File: src/rtl/arf_seq_pkg.sv
// rtl/arf_seq_pkg.sv - op codes, register-file control codes and state encoding for arf_sequencer
package arf_seq_pkg;

  typedef enum logic [2:0] {
    OP_NOP   = 3'd0,
    OP_FETCH = 3'd1,
    OP_PUSH  = 3'd2,
    OP_POP   = 3'd3,
    OP_CALL  = 3'd4,
    OP_RET   = 3'd5,
    OP_JUMP  = 3'd6,
    OP_RSVD  = 3'd7
  } arf_op_e;

  localparam logic [2:0] FUN_DEC  = 3'b000;
  localparam logic [2:0] FUN_INC  = 3'b001;
  localparam logic [2:0] FUN_LOAD = 3'b010;
  localparam logic [2:0] FUN_CLR  = 3'b011;

  // RegSel is active low: bit0 SP, bit1 AR, bit2 PC
  localparam logic [2:0] SEL_NONE = 3'b111;
  localparam logic [2:0] SEL_SP   = 3'b110;
  localparam logic [2:0] SEL_PC   = 3'b011;
  localparam logic [2:0] SEL_ALL  = 3'b000;

  typedef enum logic [1:0] {
    OUT_PC = 2'b00,
    OUT_AR = 2'b10,
    OUT_SP = 2'b11
  } arf_outsel_e;

  localparam logic [1:0] ISEL_TARGET = 2'b00;
  localparam logic [1:0] ISEL_MEM    = 2'b01;
  localparam logic [1:0] ISEL_INIT   = 2'b10;

  typedef enum logic [3:0] {
    S_BOOT, S_INIT_CLR, S_INIT_SP, S_IDLE,
    S_ADDR, S_MEM, S_INC, S_DEC, S_LOAD, S_FIN
  } arf_state_e;

  function automatic logic is_grow(arf_op_e op);
    return (op == OP_PUSH) || (op == OP_CALL);
  endfunction

  function automatic logic is_shrink(arf_op_e op);
    return (op == OP_POP) || (op == OP_RET);
  endfunction

endpackage

File: src/rtl/arf_seq_depth.sv
// rtl/arf_seq_depth.sv - stack depth counter with full/empty flags
// Only instantiated when ARF_SEQ_STACK_CHECK_EN is defined.
module arf_seq_depth #(
  parameter int DEPTH = 64
) (
  input  logic Clock,
  input  logic Reset,
  input  logic inc,
  input  logic dec,
  output logic full,
  output logic empty
);

  localparam int W = $clog2(DEPTH + 1);

  logic [W-1:0] count;

  always_ff @(posedge Clock or posedge Reset) begin
    if (Reset) begin
      count <= '0;
    end else if (inc && !full) begin
      count <= count + 1'b1;
    end else if (dec && !empty) begin
      count <= count - 1'b1;
    end
  end

  assign full  = (count == W'(DEPTH));
  assign empty = (count == '0);

endmodule

File: src/rtl/arf_sequencer.sv
// rtl/arf_sequencer.sv - expands address-level ops into PC/AR/SP register-file control sequences
// Optional stack over/underflow rejection: define ARF_SEQ_STACK_CHECK_EN.
module arf_sequencer
  import arf_seq_pkg::*;
#(
  parameter logic [15:0] SP_INIT     = 16'hFFFF,
  parameter int          STACK_DEPTH = 64
) (
  input  logic       Clock,
  input  logic       Reset,
  input  logic       req_valid,
  input  logic [2:0] req_op,
  output logic       req_ready,
  output logic       done,
  output logic       err,
  output logic       busy,
  output logic [2:0] FunSel,
  output logic [2:0] RegSel,
  output logic [1:0] OutCSel,
  output logic [1:0] OutDSel,
  output logic [1:0] i_sel,
  output logic       mem_rd,
  output logic       mem_wr
);

  arf_state_e state, nxt;
  arf_op_e    op, nxt_op;
  logic       nxt_err;
  logic       full, empty;

  // SP_INIT itself is applied by the register file's I-bus mux when i_sel selects it.
`ifdef ARF_SEQ_STACK_CHECK_EN
  arf_seq_depth #(.DEPTH(STACK_DEPTH)) u_depth (
    .Clock (Clock),
    .Reset (Reset),
    .inc   (done && !err && is_grow(op)),
    .dec   (done && !err && is_shrink(op)),
    .full  (full),
    .empty (empty)
  );
  logic unused_params;
  assign unused_params = ^SP_INIT;
`else
  assign full  = 1'b0;
  assign empty = 1'b0;
  logic unused_params;
  assign unused_params = ^{SP_INIT, STACK_DEPTH};
`endif

  always_comb begin
    nxt     = state;
    nxt_op  = op;
    nxt_err = 1'b0;
    case (state)
      S_BOOT:     nxt = S_INIT_CLR;
      S_INIT_CLR: nxt = S_INIT_SP;
      S_INIT_SP:  nxt = S_IDLE;
      S_IDLE: begin
        if (req_valid) begin
          nxt_op  = arf_op_e'(req_op);
          nxt_err = (is_grow(nxt_op) && full) || (is_shrink(nxt_op) && empty);
          if (nxt_err) begin
            nxt = S_FIN;
          end else begin
            case (nxt_op)
              OP_FETCH, OP_PUSH, OP_CALL: nxt = S_ADDR;
              OP_POP, OP_RET:             nxt = S_INC;
              OP_JUMP:                    nxt = S_LOAD;
              default:                    nxt = S_FIN;
            endcase
          end
        end
      end
      S_ADDR: nxt = S_MEM;
      S_MEM: begin
        case (op)
          OP_FETCH:         nxt = S_INC;
          OP_PUSH, OP_CALL: nxt = S_DEC;
          OP_RET:           nxt = S_LOAD;
          default:          nxt = S_FIN;
        endcase
      end
      // POP/RET pre-increment SP before addressing the stack
      S_INC:   nxt = (op == OP_FETCH) ? S_FIN : S_ADDR;
      S_DEC:   nxt = (op == OP_CALL) ? S_LOAD : S_FIN;
      S_LOAD:  nxt = S_FIN;
      default: nxt = S_IDLE;
    endcase
  end

  // Outputs are decoded from the next state so they appear with the state itself.
  always_ff @(posedge Clock or posedge Reset) begin
    if (Reset) begin
      state     <= S_BOOT;
      op        <= OP_NOP;
      FunSel    <= FUN_DEC;
      RegSel    <= SEL_NONE;
      OutCSel   <= OUT_PC;
      OutDSel   <= OUT_PC;
      i_sel     <= ISEL_TARGET;
      mem_rd    <= 1'b0;
      mem_wr    <= 1'b0;
      done      <= 1'b0;
      err       <= 1'b0;
      req_ready <= 1'b0;
      busy      <= 1'b1;
    end else begin
      state     <= nxt;
      op        <= nxt_op;
      FunSel    <= FUN_DEC;
      RegSel    <= SEL_NONE;
      OutCSel   <= OUT_PC;
      OutDSel   <= OUT_PC;
      i_sel     <= ISEL_TARGET;
      mem_rd    <= 1'b0;
      mem_wr    <= 1'b0;
      done      <= 1'b0;
      err       <= 1'b0;
      req_ready <= 1'b0;
      busy      <= 1'b1;
      case (nxt)
        S_INIT_CLR: begin
          FunSel <= FUN_CLR;
          RegSel <= SEL_ALL;
        end
        S_INIT_SP: begin
          FunSel <= FUN_LOAD;
          RegSel <= SEL_SP;
          i_sel  <= ISEL_INIT;
        end
        S_IDLE: begin
          req_ready <= 1'b1;
          busy      <= 1'b0;
        end
        // OutC/OutD are registered in the file, so MEM keeps the ADDR selects
        S_ADDR, S_MEM: begin
          OutDSel <= (nxt_op == OP_FETCH) ? OUT_PC : OUT_SP;
          mem_rd  <= (nxt == S_MEM) && !is_grow(nxt_op);
          mem_wr  <= (nxt == S_MEM) && is_grow(nxt_op);
        end
        S_INC: begin
          FunSel <= FUN_INC;
          RegSel <= (nxt_op == OP_FETCH) ? SEL_PC : SEL_SP;
        end
        S_DEC: begin
          FunSel <= FUN_DEC;
          RegSel <= SEL_SP;
        end
        S_LOAD: begin
          FunSel <= FUN_LOAD;
          RegSel <= SEL_PC;
          i_sel  <= (nxt_op == OP_RET) ? ISEL_MEM : ISEL_TARGET;
        end
        S_FIN: begin
          done <= 1'b1;
          err  <= nxt_err;
        end
        default: ;
      endcase
    end
  end

endmodule

File: config.mk
export PLATFORM = sky130hd
export DESIGN_NAME = arf_sequencer
export DESIGN_NICKNAME = d
export VERILOG_FILES = /design/src/rtl/arf_seq_pkg.sv /design/src/rtl/arf_seq_depth.sv /design/src/rtl/arf_sequencer.sv
export SDC_FILE = /design/constraint.sdc
export NUM_CORES = 1
export LEC_CHECK = 0
export ABC_AREA = 1
export ABC_CLOCK_PERIOD_IN_PS = 4200
export CAP_MARGIN = 15
export CORE_MARGIN = 10
export CORE_UTILIZATION = 50
export DETAILED_ROUTE_END_ITERATION = 10
export GPL_ROUTABILITY_DRIVEN = 0
export PLACE_DENSITY_LB_ADDON = 0.3
export SYNTH_ARGS = -nofsm -noshare
export SYNTH_HDL_FRONTEND = slang
export SYNTH_HIERARCHICAL = 1
export SYNTH_SLANG_ARGS = --single-unit
File: constraint.sdc
create_clock -name Clock -period 4.2 [get_ports Clock]
set_clock_uncertainty 0.2 [all_clocks]
set_input_delay 0.84 -clock Clock [delete_from_list [all_inputs] [get_ports Clock]]
set_output_delay 0.84 -clock Clock [all_outputs]
set_load 0.005 [all_outputs]
==> results of run 1 <==
-- cells in the final DEF (no fill, tap or decap), drive strengths merged, types with 3 or more instances in the layout --
cell type      netlist  final
dfstp                4      4
o21ai                3      3
nand3               19     19
nand4                4      4
nand2               53     53
clkdlybuf4s50        0     19
conb                 1      4
inv                 29     29
clkbuf               0      4
dfrtp               16     16
nor2                17     17
-- worst max path at each step --
stage                   startpoint             endpoint  slack [ns]  depth (start not counted)
3_5_place_dp             req_valid  RegSel[0]$_DFF_PP1_        1.65                         10
4_1_cts        RegSel[1]$_DFF_PP1_            RegSel[1]        1.82                          1
3_3_place_gp             req_valid   i_sel[0]$_DFF_PP0_        1.69                          9
2_1_floorplan            req_op[1]  RegSel[0]$_DFF_PP1_        2.35                         10
5_1_grt        RegSel[0]$_DFF_PP1_            RegSel[0]        1.77                          1
6_report       RegSel[2]$_DFF_PP1_            RegSel[2]        1.84                          1
-- cell type report --
cell class | count | area, um2
fillers | 200 | 816
multi-input cells | 108 | 542
flip-flops and latches | 20 | 505
repair buffers | 19 | 190
inverters | 29 | 109
clock buffers | 4 | 36.3
well taps | 28 | 35.0
-- logic make-up (layout without fill, tap and decap cells) --
group | after synthesis | count (layout)
buffers and inverters | 35 | 52
AND/OR/NAND/NOR | 97 | 97
other | 1 | 4
flip-flops | 20 | 20
AO/OA/AOI/OAI | 7 | 7
-- state kept, by name (all words and copies together), names as in the netlist, 2 cells and up --
| signal | count |
|---|---|
| i_sel | 2 |
| op | 3 |
| RegSel | 3 |
| state | 4 |
| FunSel | 2 |
-- power by group --
part	internal, W	switching (W)
clock network	0.0000530	0.0000560
registers	0.000271	0.0000522
logic	0.000202	0.000312
-- routing by layer --
layer  part of all wire, %  wire length, um  vias to the layer above  global-route usage, %
met5                     0                0                        -                      0
met4                   1.2               31                        0                   4.19
met3                    10              256                        4                   4.99
met2                    49             1230                       29                   19.8
met1                    40              999                      480                   13.6
li1                      -                -                      526                      -
-- metrics by stage --
stage                     worst slack [ns]  power (W)  cells
after global placement                1.69   0.000832    204
after CTS                             1.82   0.000955    208
after global routing                  1.77    0.00104    208
after detailed placement              1.65   0.000845    204
final                                 1.84   0.000946    208
after floorplan                       2.35   0.000685    163
==> flow_metrics.env, run 1 <==
export IMPL_status="completed"
export IMPL_slew_violations=0
export IMPL_totalWireLength_um=2520
export IMPL_cp_arrival_ns=1.32
export IMPL_rsz0062_at_grt="false"
export IMPL_worst_setup_hold_path_clk_slew_ns=0.10
export IMPL_final_antenna_net_count=0
export IMPL_rr_endpoint="RegSel[0]$_DFF_PP1_"
export IMPL_synth_distinct_cells=26
export IMPL_synthAdderAreaFrac_pct=0
export IMPL_critPathCaptureType="output pin"
export IMPL_htreeDepth=1
export IMPL_yosysMostFrequentCell="nand2_1"
export IMPL_synth_top_area_cell="dfrtp_1"
export IMPL_post_cts_buffers=0
export IMPL_crit_slowest_cell="dfstp_2"
export IMPL_clock_root_buffer="clkbuf_4"
export IMPL_cts_sinks=20
export IMPL_slew_limit_headroom_pct=53.2
export IMPL_final_core_util_pct=63.5
export IMPL_drc=0
export IMPL_dieArea_um2=4730
export IMPL_cts_buffers=3
export IMPL_syn2layout_area_growth_pct=19.1
export IMPL_synth_main_ff_cell="dfrtp_1"
export IMPL_powerDensity_nw_per_um2=668
export IMPL_reg2reg_from="state[1]$_DFF_PP0_"
export IMPL_first_pass_iters=4
export IMPL_nets=187
export IMPL_avgSynthCellArea_um2=7.44
export IMPL_crit_chain="clkdlybuf4s50_1"
export IMPL_ir_worst_vdd_mv=0.383
export IMPL_worst_pin_slew_ns=0.702
export IMPL_dpl_cell_area_um2=1380
export IMPL_grt_antenna_before_repair=0
export IMPL_clk_latency_ns=0.30
export IMPL_synth_top_family_by_area="simple AND/OR/NAND/NOR gates"
export IMPL_ff2ff_path_depth=10
export IMPL_grt_overflow=0
export IMPL_yosys_top_cells_count="nand2_1, inv_1, dfrtp_1"
export IMPL_critPathMaxFanout=1
export IMPL_critical_path_buf_inv_count=1
export IMPL_synth_area_um2=1190
export IMPL_synthXorXnorAreaFrac_pct=0
export IMPL_synthMuxAreaShare_pct=0
export IMPL_insertedDiodeCount=0
export IMPL_min_period_ns=2.36
export IMPL_critPathLaunchType="flop"
export IMPL_grt_pass1_vias=1015
export IMPL_netlist_area_leader_share_pct=33.6
export IMPL_routed_via_density=5.00
export IMPL_setup_viol_count_final=0
export IMPL_wire_per_inst_um=12.1
export IMPL_synthCells=160
export IMPL_place_hpwl_um=2110
export IMPL_cp_slowest_stage_delay_ns=0.53
export IMPL_tns_ns=0
export IMPL_synthTopCellsByArea="dfrtp_1, nand2_1, dfstp_2, inv_1, nand3_1"
export IMPL_cts_tree="done"
export IMPL_core_region_area_um2=2230
export IMPL_synth_seq_cells=20
export IMPL_synth_compound_area_share_pct=3.89
export IMPL_critPathTopFamily="flip-flops"
export IMPL_hold_buffers=0
export IMPL_die_x_um=68.8
export IMPL_grt_usage_pct=11.9
export IMPL_cap_violations=0
export IMPL_port_buffers=19
export IMPL_ys_seq_area_share_pct=42.5
export IMPL_p_leak_nw=0.769
export IMPL_worstHoldStart="op[0]$_DFF_PP0_"
export IMPL_fin_crit_sh_pct=56.3
export IMPL_hold_ws_ns=0.499
export IMPL_rows=17
export IMPL_ios=24
export IMPL_rrSetupSlack_ns=2.41
export IMPL_fp_dieH_um=68.8
export IMPL_min_to="op[0]$_DFF_PP0_"
export IMPL_timing_fmax_mhz=423
export IMPL_stdcell_area_um2=1420
export IMPL_initial_core_util_pct=53.3
export IMPL_whs_path_depth=4
export IMPL_drive_above_1_share_pct=16.1
export IMPL_cts_resized=0
export IMPL_hp_class="flop to flop"
export IMPL_yosysWarnings=6
export IMPL_grt_max_degree=21
export IMPL_yosys_area_share_simple_pct=40.4
export IMPL_cts_path_max_buffers=2
export IMPL_vias=1039
export IMPL_synth_edff_count=0
export IMPL_drt_iter0_drc=68
export IMPL_cp_data_required_time_ns=3.16
export IMPL_synthArstFlopShare_pct=100
export IMPL_hold_viol=0
export IMPL_grt_pass1_wl_um=4330
export IMPL_worstSetupPathType="flop to output pin"
(Power assumes the default switching activity.)
==> run 2, diff against run 1 <==
--- a/config.mk
+++ b/config.mk
@@ -6,7 +6,7 @@
 export NUM_CORES = 1
 export LEC_CHECK = 0
 export ABC_AREA = 1
-export ABC_CLOCK_PERIOD_IN_PS = 4200
+export ABC_CLOCK_PERIOD_IN_PS = 2220
 export CAP_MARGIN = 15
 export CORE_MARGIN = 10
 export CORE_UTILIZATION = 50
==> constraint.sdc (replaced) <==
create_clock -name Clock -period 2.22 [get_ports Clock]
set_clock_uncertainty 0.2 [all_clocks]
set_input_delay 0.444 -clock Clock [delete_from_list [all_inputs] [get_ports Clock]]
set_output_delay 0.444 -clock Clock [all_outputs]
set_load 0.005 [all_outputs]
==> run 2 against run 1 <==
Effect of this change:
- critical path depth is the same
- largest power group unchanged
- hold slack worse by 0.24 ns
- routed wire length grew 2.5%
- clock power is 84% higher
==> flow_metrics.env, run 2 (synthesis results as in run 1) <==
export IMPL_cp_slowest_stage_delay_ns=0.53
export IMPL_dieArea_um2=4730
export IMPL_layout_common_cells="nand2_1, inv_1, clkdlybuf4s50_1, dfrtp_1, nand3_1"
export IMPL_cts_tree="done"
export IMPL_vias=1054
export IMPL_fp_dieH_um=68.8
export IMPL_slew_violations=0
export IMPL_crit_slowest_cell="dfstp_2"
export IMPL_ios=24
export IMPL_drive_above_1_share_pct=16.6
export IMPL_routed_via_density=5.04
export IMPL_grt_pass1_wl_um=4390
export IMPL_grt_overflow=0
export IMPL_worst_setup_hold_path_clk_slew_ns=0.10
export IMPL_multiInputGateArea_um2=542
export IMPL_post_cts_buffers=0
export IMPL_min_period_ns=1.96
export IMPL_register_area_um2=505
export IMPL_cts_sinks=20
export IMPL_rows=17
export IMPL_p_switching_w=0.000797
export IMPL_top_register="state"
export IMPL_critical_path_buf_inv_count=1
export IMPL_cts_path_max_buffers=2
export IMPL_clk_latency_ns=0.29
export IMPL_cp_arrival_ns=1.32
export IMPL_fin_crit_sh_pct=88.3
export IMPL_place_hpwl_um=2100
export IMPL_status="completed"
export IMPL_critPathMaxFanout=1
export IMPL_htreeDepth=1
export IMPL_rsz0062_at_grt="false"
export IMPL_drc=0
export IMPL_timing_fmax_mhz=510
export IMPL_critPathLaunchType="flop"
export IMPL_largest_registers="state (4), RegSel (3), op (3)"
export IMPL_grt_max_degree=21
export IMPL_powerDensity_nw_per_um2=1260
export IMPL_mostFrequentLayoutCell="nand2_1"
export IMPL_hold_viol=0
export IMPL_insertedDiodeCount=0
export IMPL_core_region_area_um2=2230
export IMPL_port_buffers=19
export IMPL_critPathTopFamily="flip-flops"
export IMPL_intPower_w=0.000997
export IMPL_ff2ff_path_depth=10
export IMPL_ir_worst_vdd_mv=0.681
export IMPL_clock_root_buffer="clkbuf_4"
export IMPL_crit_chain="clkdlybuf4s50_1"
export IMPL_totalWireLength_um=2580
export IMPL_drt_iter0_drc=53
export IMPL_hold_buffers=0
export IMPL_cts_buffers=3
export IMPL_initial_core_util_pct=53.3
export IMPL_cp_depth=1
export IMPL_first_pass_iters=4
export IMPL_setup_viol_count_final=0
export IMPL_nets=188
export IMPL_seq_power_share_pct=34.2
export IMPL_grt_usage_pct=12.1
export IMPL_combPwrFrac_pct=54.5
export IMPL_cp_data_required_time_ns=1.58
export IMPL_switching_share_pct=44.4
export IMPL_largest_reg_flops=4
export IMPL_cap_violations=0
export IMPL_fill_cells=211
export IMPL_tns_ns=0
export IMPL_worstSetupPathType="flop to output pin"
export IMPL_power_total_w=0.00179
export IMPL_p_clk_share_pct=11.2
export IMPL_grt_antenna_before_repair=0
export IMPL_die_x_um=68.8
export IMPL_hp_class="input port to async pin"
export IMPL_grt_pass1_vias=1017
export IMPL_p_leak_nw=0.774
export IMPL_wire_per_inst_um=12.3
export IMPL_syn2layout_area_growth_pct=19.8
export IMPL_critPathCaptureType="output pin"
export IMPL_final_antenna_net_count=0
export IMPL_cts_resized=0
-- run 2: cell count changes in the layout (fill, tap and decap cells not counted), sizes merged --
cell	before	now
buf	0	1
-- run 2: final cells by class --
cell class                 count  area share, %
sequential                    20           35.5
multi-input combinational    108           38.0
clock buffer                   4           2.55
tap                           28           2.46
timing repair buffer          20           13.9
inverter                      29           7.64
-- run 2: power by group through the flow --
stage               logic [W]  registers, W  clock network (W)
floorplan            0.000702      0.000593                  0
global placement     0.000955      0.000620                  0
detailed placement   0.000976      0.000621                  0
CTS                  0.000984      0.000614           0.000213
global route          0.00111      0.000635           0.000233
finish               0.000978      0.000614           0.000201
-- run 2: per-layer routing --
metal,GRT usage [%],share of wire [%],wire length (um),up-vias
li1,-,-,-,529
met1,13.3,41,1060,486
met2,21.0,49,1270,32
met3,4.99,8.1,210,7
met4,3.69,1.5,40,0
met5,0,0,0,-
-- run 2: tightest hold or removal path, stage by stage --
cell             delay (ns)
clkdlybuf4s50_1        0.39
inv_1                  0.05
buf_4                  0.25
-- run 2: path summary, 6_finish.rpt --
check | startpoint | endpoint | slack [ns]
min in group Clock | op[0]$_DFF_PP0_ | op[0]$_DFF_PP0_ | 0.50
max | busy$_DFF_PP1_ | busy | 0.26
min | Reset | req_ready$_DFF_PP0_ | 0.26
max reg2reg | state[1]$_DFF_PP0_ | RegSel[0]$_DFF_PP1_ | 0.41
max in group asynchronous | Reset | RegSel[1]$_DFF_PP1_ | 1.30
min reg2reg | op[0]$_DFF_PP0_ | op[0]$_DFF_PP0_ | 0.50
-- run 2: through the flow --
step	hold WS, ns	instances	setup WS [ns]	cell area [um2]	util [%]
floorplan	0.205	163	0.679	1200	-
global placement	0.465	205	0.102	1390	62.2
detailed placement	0.483	205	0.0504	1390	62.2
CTS	0.255	209	0.236	1430	63.8
global route	0.272	209	0.183	1430	63.8
finish	0.257	209	0.260	1430	63.8
==> variant 1: new RTL, config.mk and constraints of run 2 <==
Build with the macro `ARF_SEQ_STACK_CHECK_EN` defined.
--- a/src/rtl/arf_sequencer.sv
+++ b/src/rtl/arf_sequencer.sv
@@ -1,5 +1,7 @@
 // rtl/arf_sequencer.sv - expands address-level ops into PC/AR/SP register-file control sequences
 // Optional stack over/underflow rejection: define ARF_SEQ_STACK_CHECK_EN.
+`define ARF_SEQ_STACK_CHECK_EN
+
 module arf_sequencer
   import arf_seq_pkg::*;
 #(
Behaviour: not the same (Yosys sat finds a counterexample within 10 cycles, from zero or initial values and one cycle with Reset high).
==> variant 1 against run 2 <==
- the flow now finishes with violations (negative setup slack)
- maximum frequency down 14%
- critical path type is now reg2reg
- global-route usage up 1.5 points
- routed wire length up 79%
- sequential share of layout area down 6.4 points
- via count up 60%
- setup slack worse by 0.32 ns
- power up 100%
- final area up 71%
- non-clock buffer count up 32
- sequential cell count up 8
- register-to-register slack worse by 0.47 ns
- count of clock-buffer cells in the layout down 1
- synthesized area up 46%
==> variant 1: results (changes against run 2) <==
Parameter                              Value

Power and ir drop
  Sequential Power Share    0.240 (-0.102)
  Total power density per cell area    1478 nW/µm² (+17%)
  Seq. pwr    0.000863 W (+41%)
  Cell leakage power    1.252 nW (+62%)
  Reported combinational group power    0.00239 W (+140%)

CTS
  Clock latency on the worst-skew pair    0.34 ns (+0.05 ns)
  Post-CTS clock slew at the launch and capture registers of the worst setup and hold paths    0.16 ns (+0.06 ns)
  Number of cells upsized or downsized after cts    6 (+6)

GRT
  Largest net degree at the start of global routing    22 (+4.8%)
  Total track usage    0.1365 (+0.01532)
  Number of global-route vias before repair    1567 (+54%)

Timing
  Total setup violations reported at the end of the flow    3 (+3)
  Post-layout worst setup margin    -0.06303 ns (-0.3233 ns)
  Total negative setup slack    -0.1523 ns (-0.1523 ns)

Final layout
  Data buffer area share    0.1812 (+0.04244)
  Non-Clock Buffer Count    52 (+160%)
  Signal inverters    39 (+34%)
  Multi-input gate count    166 (+54%)
  Clk cell area share    0.02162 (-0.003845)
  Fraction of layout instances using a drive strength above 1    0.3322 (+0.1664)
  Footprint of the multi-input gates    1023 µm² (+89%)

Outcome
  Failing checks    negative setup slack
  Status    finished, violations left

Worst setup path
  Cell family contributing the most delay on the critical path    simple AND/OR/NAND/NOR gates
  Capturing element of the worst setup path    u_depth/count[6]
  Biggest cell delay along the critical path    0.45 ns (-0.08 ns)
  Slowest CP cell    dfrtp_1

Yosys
  Mean cell area of the mapped netlist    7.411 µm² (-0.34%)
  Netlist cell types    31 (+19%)
  Post-synthesis register bit count    28 (+40%)

Placement
  Final HPWL DP    3.194 mm (+52%)

Routing
  WL per Instance    13.76 µm (+11%)
  Number of vias after detailed routing    1682 (+60%)
-- variant 1: cell count changes after synthesis, moves of 3 or more --
cell,run 2,this run
a21oi_1,1,5
nor2_2,5,1
o21ai_2,1,7
dfrtp_1,16,24
nor2_1,12,24
ha_1,0,5
inv_1,25,36
nand3_1,15,18
nand2_1,49,75
-- variant 1: cell families (layout without fill, tap and decap cells) --
kind of cell / Yosys count / in the layout / share of synthesized area
AOI/OAI and AO/OA: 19 / 19 / 0.07975
xor gates and xnor gates: 4 / 4 / 0.02012
adders and majority gates: 6 / 6 / 0.04741
buffers and inverters: 43 / 95 / 0.1042
DFF: 28 / 28 / 0.4052
other: 1 / 3 / 0.002153
and+or+nand+nor: 134 / 134 / 0.3412
-- variant 1: routing by layer --
layer	GRT usage	wire length, µm	up-vias	share of wire
met4	0.03763	48	0	0.010
met5	0	0	-	0
li1	-	-	829	-
met3	0.02703	234	5	0.051
met2	0.2259	2258	41	0.49
met1	0.1760	2067	807	0.45
==> variant 2: new RTL, config.mk and constraints of run 2 <==
Made on the original files. The 10 states of `arf_state_e` get a one-hot encoding in 10 bits.
--- a/src/rtl/arf_seq_pkg.sv
+++ b/src/rtl/arf_seq_pkg.sv
@@ -33,9 +33,9 @@
   localparam logic [1:0] ISEL_MEM    = 2'b01;
   localparam logic [1:0] ISEL_INIT   = 2'b10;
 
-  typedef enum logic [3:0] {
-    S_BOOT, S_INIT_CLR, S_INIT_SP, S_IDLE,
-    S_ADDR, S_MEM, S_INC, S_DEC, S_LOAD, S_FIN
+  typedef enum logic [9:0] {
+    S_BOOT = 10'b0000000001, S_INIT_CLR = 10'b0000000010, S_INIT_SP = 10'b0000000100, S_IDLE = 10'b0000001000,
+    S_ADDR = 10'b0000010000, S_MEM = 10'b0000100000, S_INC = 10'b0001000000, S_DEC = 10'b0010000000, S_LOAD = 10'b0100000000, S_FIN = 10'b1000000000
   } arf_state_e;
 
   function automatic logic is_grow(arf_op_e op);
Check against the original RTL: same outputs for any inputs over 10 cycles, from zero or initial values and one cycle with Reset high; not proved beyond that.
==> variant 2 against run 2 <==
- final area is 15% higher
- register-to-register slack better by 0.11 ns
- sequential cell count is 6 higher
- worst hold slack worse by 0.0063 ns
- routed wire length is 15% higher
- setup slack worse by 0.045 ns
- power is 13% lower
- sequential power is 7.2% higher
- synthesized cell count is 9.4% higher
- via count is 13% higher
- synthesized area is 18% higher
- critical path type unchanged
- largest power group unchanged
==> variant 2: results (changes against run 2) <==
Parameter                              Value

GRT
  Number of global-route vias before repair    1167 (+15%)
  Largest net degree at the start of global routing    27 (+29%)
  Antenna violations before repair    0 (unchanged)
  First-pass GRT wire length    5.085 mm (+16%)
  Total track usage    0.1185 (-0.002660)

Routing
  Vias per inst    5.224 (+3.6%)
  Post-detailed-routing wire length    2.979 mm (+15%)
  Post-route met1 wirelength    1.183 mm (+12%)
  Met2 routed wirelength    1.557 mm (+23%)
  Met3 wire length    176 µm (-16%)
  Iteration-0 DRC count of the detailed router    47 (-11%)
  Top layer reached by signal wires    met4

Final layout
  Largest registers ranked by flip-flop count    state x10, RegSel x3, op x3
  Antenna Diode Count    0 (unchanged)
  Fraction of layout instances using a drive strength above 1    0.1980 (+0.03222)
  Post-layout net count    204 (+8.5%)

Power and ir drop
  Cell leakage power    0.8750 nW (+13%)
  Peak supply drop    0.0005962 V (-12%)

Hold path
  Min-delay worst type    in2async

Placement
  Final HPWL DP    2.449 mm (+16%)

Yosys
  Proportion of synthesized chip area in sequential cells    0.4675 (+0.04268)
  Netlist cell types    23 (-12%)
  Top flip-flop cell by instance count after synthesis    dfrtp_1
  Warnings from Yosys    6 (unchanged)
  Main area contributors after synthesis    dfrtp_1 (37%), dfstp_2 (9.3%), nand2_1 (8.5%)
  Most instantiated cells after synthesis    nand2_1 (32), inv_1 (25), nor2_1 (22), dfrtp_1 (21), nand2_2 (11)

Worst setup path
  Slowest CP cell    dfstp_2
  Maximum fanout count along the critical path    1 (unchanged)
  Data arrival time of the critical path    1.36 ns (+0.04 ns)

CTS
  Post-CTS clock slew at the launch and capture registers of the worst setup and hold paths    0.14 ns (+0.04 ns)
  Clock latency on the worst-skew pair    0.33 ns (+0.04 ns)

Outcome
  Status    complete, no violations
==> variant 2: through the flow <==
stage	hold WS (ns)	setup WS [ns]	instances	utilization	area, µm²
2_1_floorplan	0.2803	0.7345	179	-	1420
4_1_cts	0.2559	0.1935	228	0.6053	1640
6_report	0.2508	0.2148	228	0.6053	1640
5_1_grt	0.3098	0.1691	228	0.6053	1640
3_3_place_gp	0.3080	0.1701	224	0.5956	1614
3_5_place_dp	0.3112	0.1176	224	0.5956	1614
==> variant 2: path summary, 6_finish.rpt <==
check                           depth (start not counted)        end  slack, ns     start
worst min-delay path                                    3  FunSel[1]       0.25     Reset
worst min register to register                          1  RegSel[1]       0.34  state[0]
min in group Clock                                      1  RegSel[1]       0.34  state[0]
max in group asynchronous                               3  RegSel[0]       1.28     Reset
worst max-delay path                                    1       busy       0.21      busy
worst max register to register                          8  req_ready       0.52  state[8]
==> variant 2: kinds of logic after synthesis <==
logic type,share of synthesized area
simple gates,0.3642
buf+inv,0.1051
flops,0.4675
compound gates,0.06055
other cells,0.002669
==> variant 2: layer usage <==
metal,vias to the layer above,global-route usage
met5,-,0
met4,0,0.05063
met3,7,0.03401
met2,33,0.2082
met1,565,0.1282
li1,586,-
==> variant 2: power by group <==
| group | internal [W] | leakage [nW] | switching [W] |
|---|---|---|---|
| Combinational | 0.000276 | 0.528 | 0.000410 |
| Sequential | 0.000595 | 0.332 | 0.0000626 |
| Clock | 0.0000705 | 0.0150 | 0.000139 |
==> variant 2: cell type report <==
type	instances	area [µm²]
Tap cell	31	38.79
Sequential cell	26	656.9
Timing Repair Buffer	20	197.7
Multi-Input combinational cell	119	615.6
Clock buffer	4	26.28
Inverter	28	105.1
Fill cell	264	1070
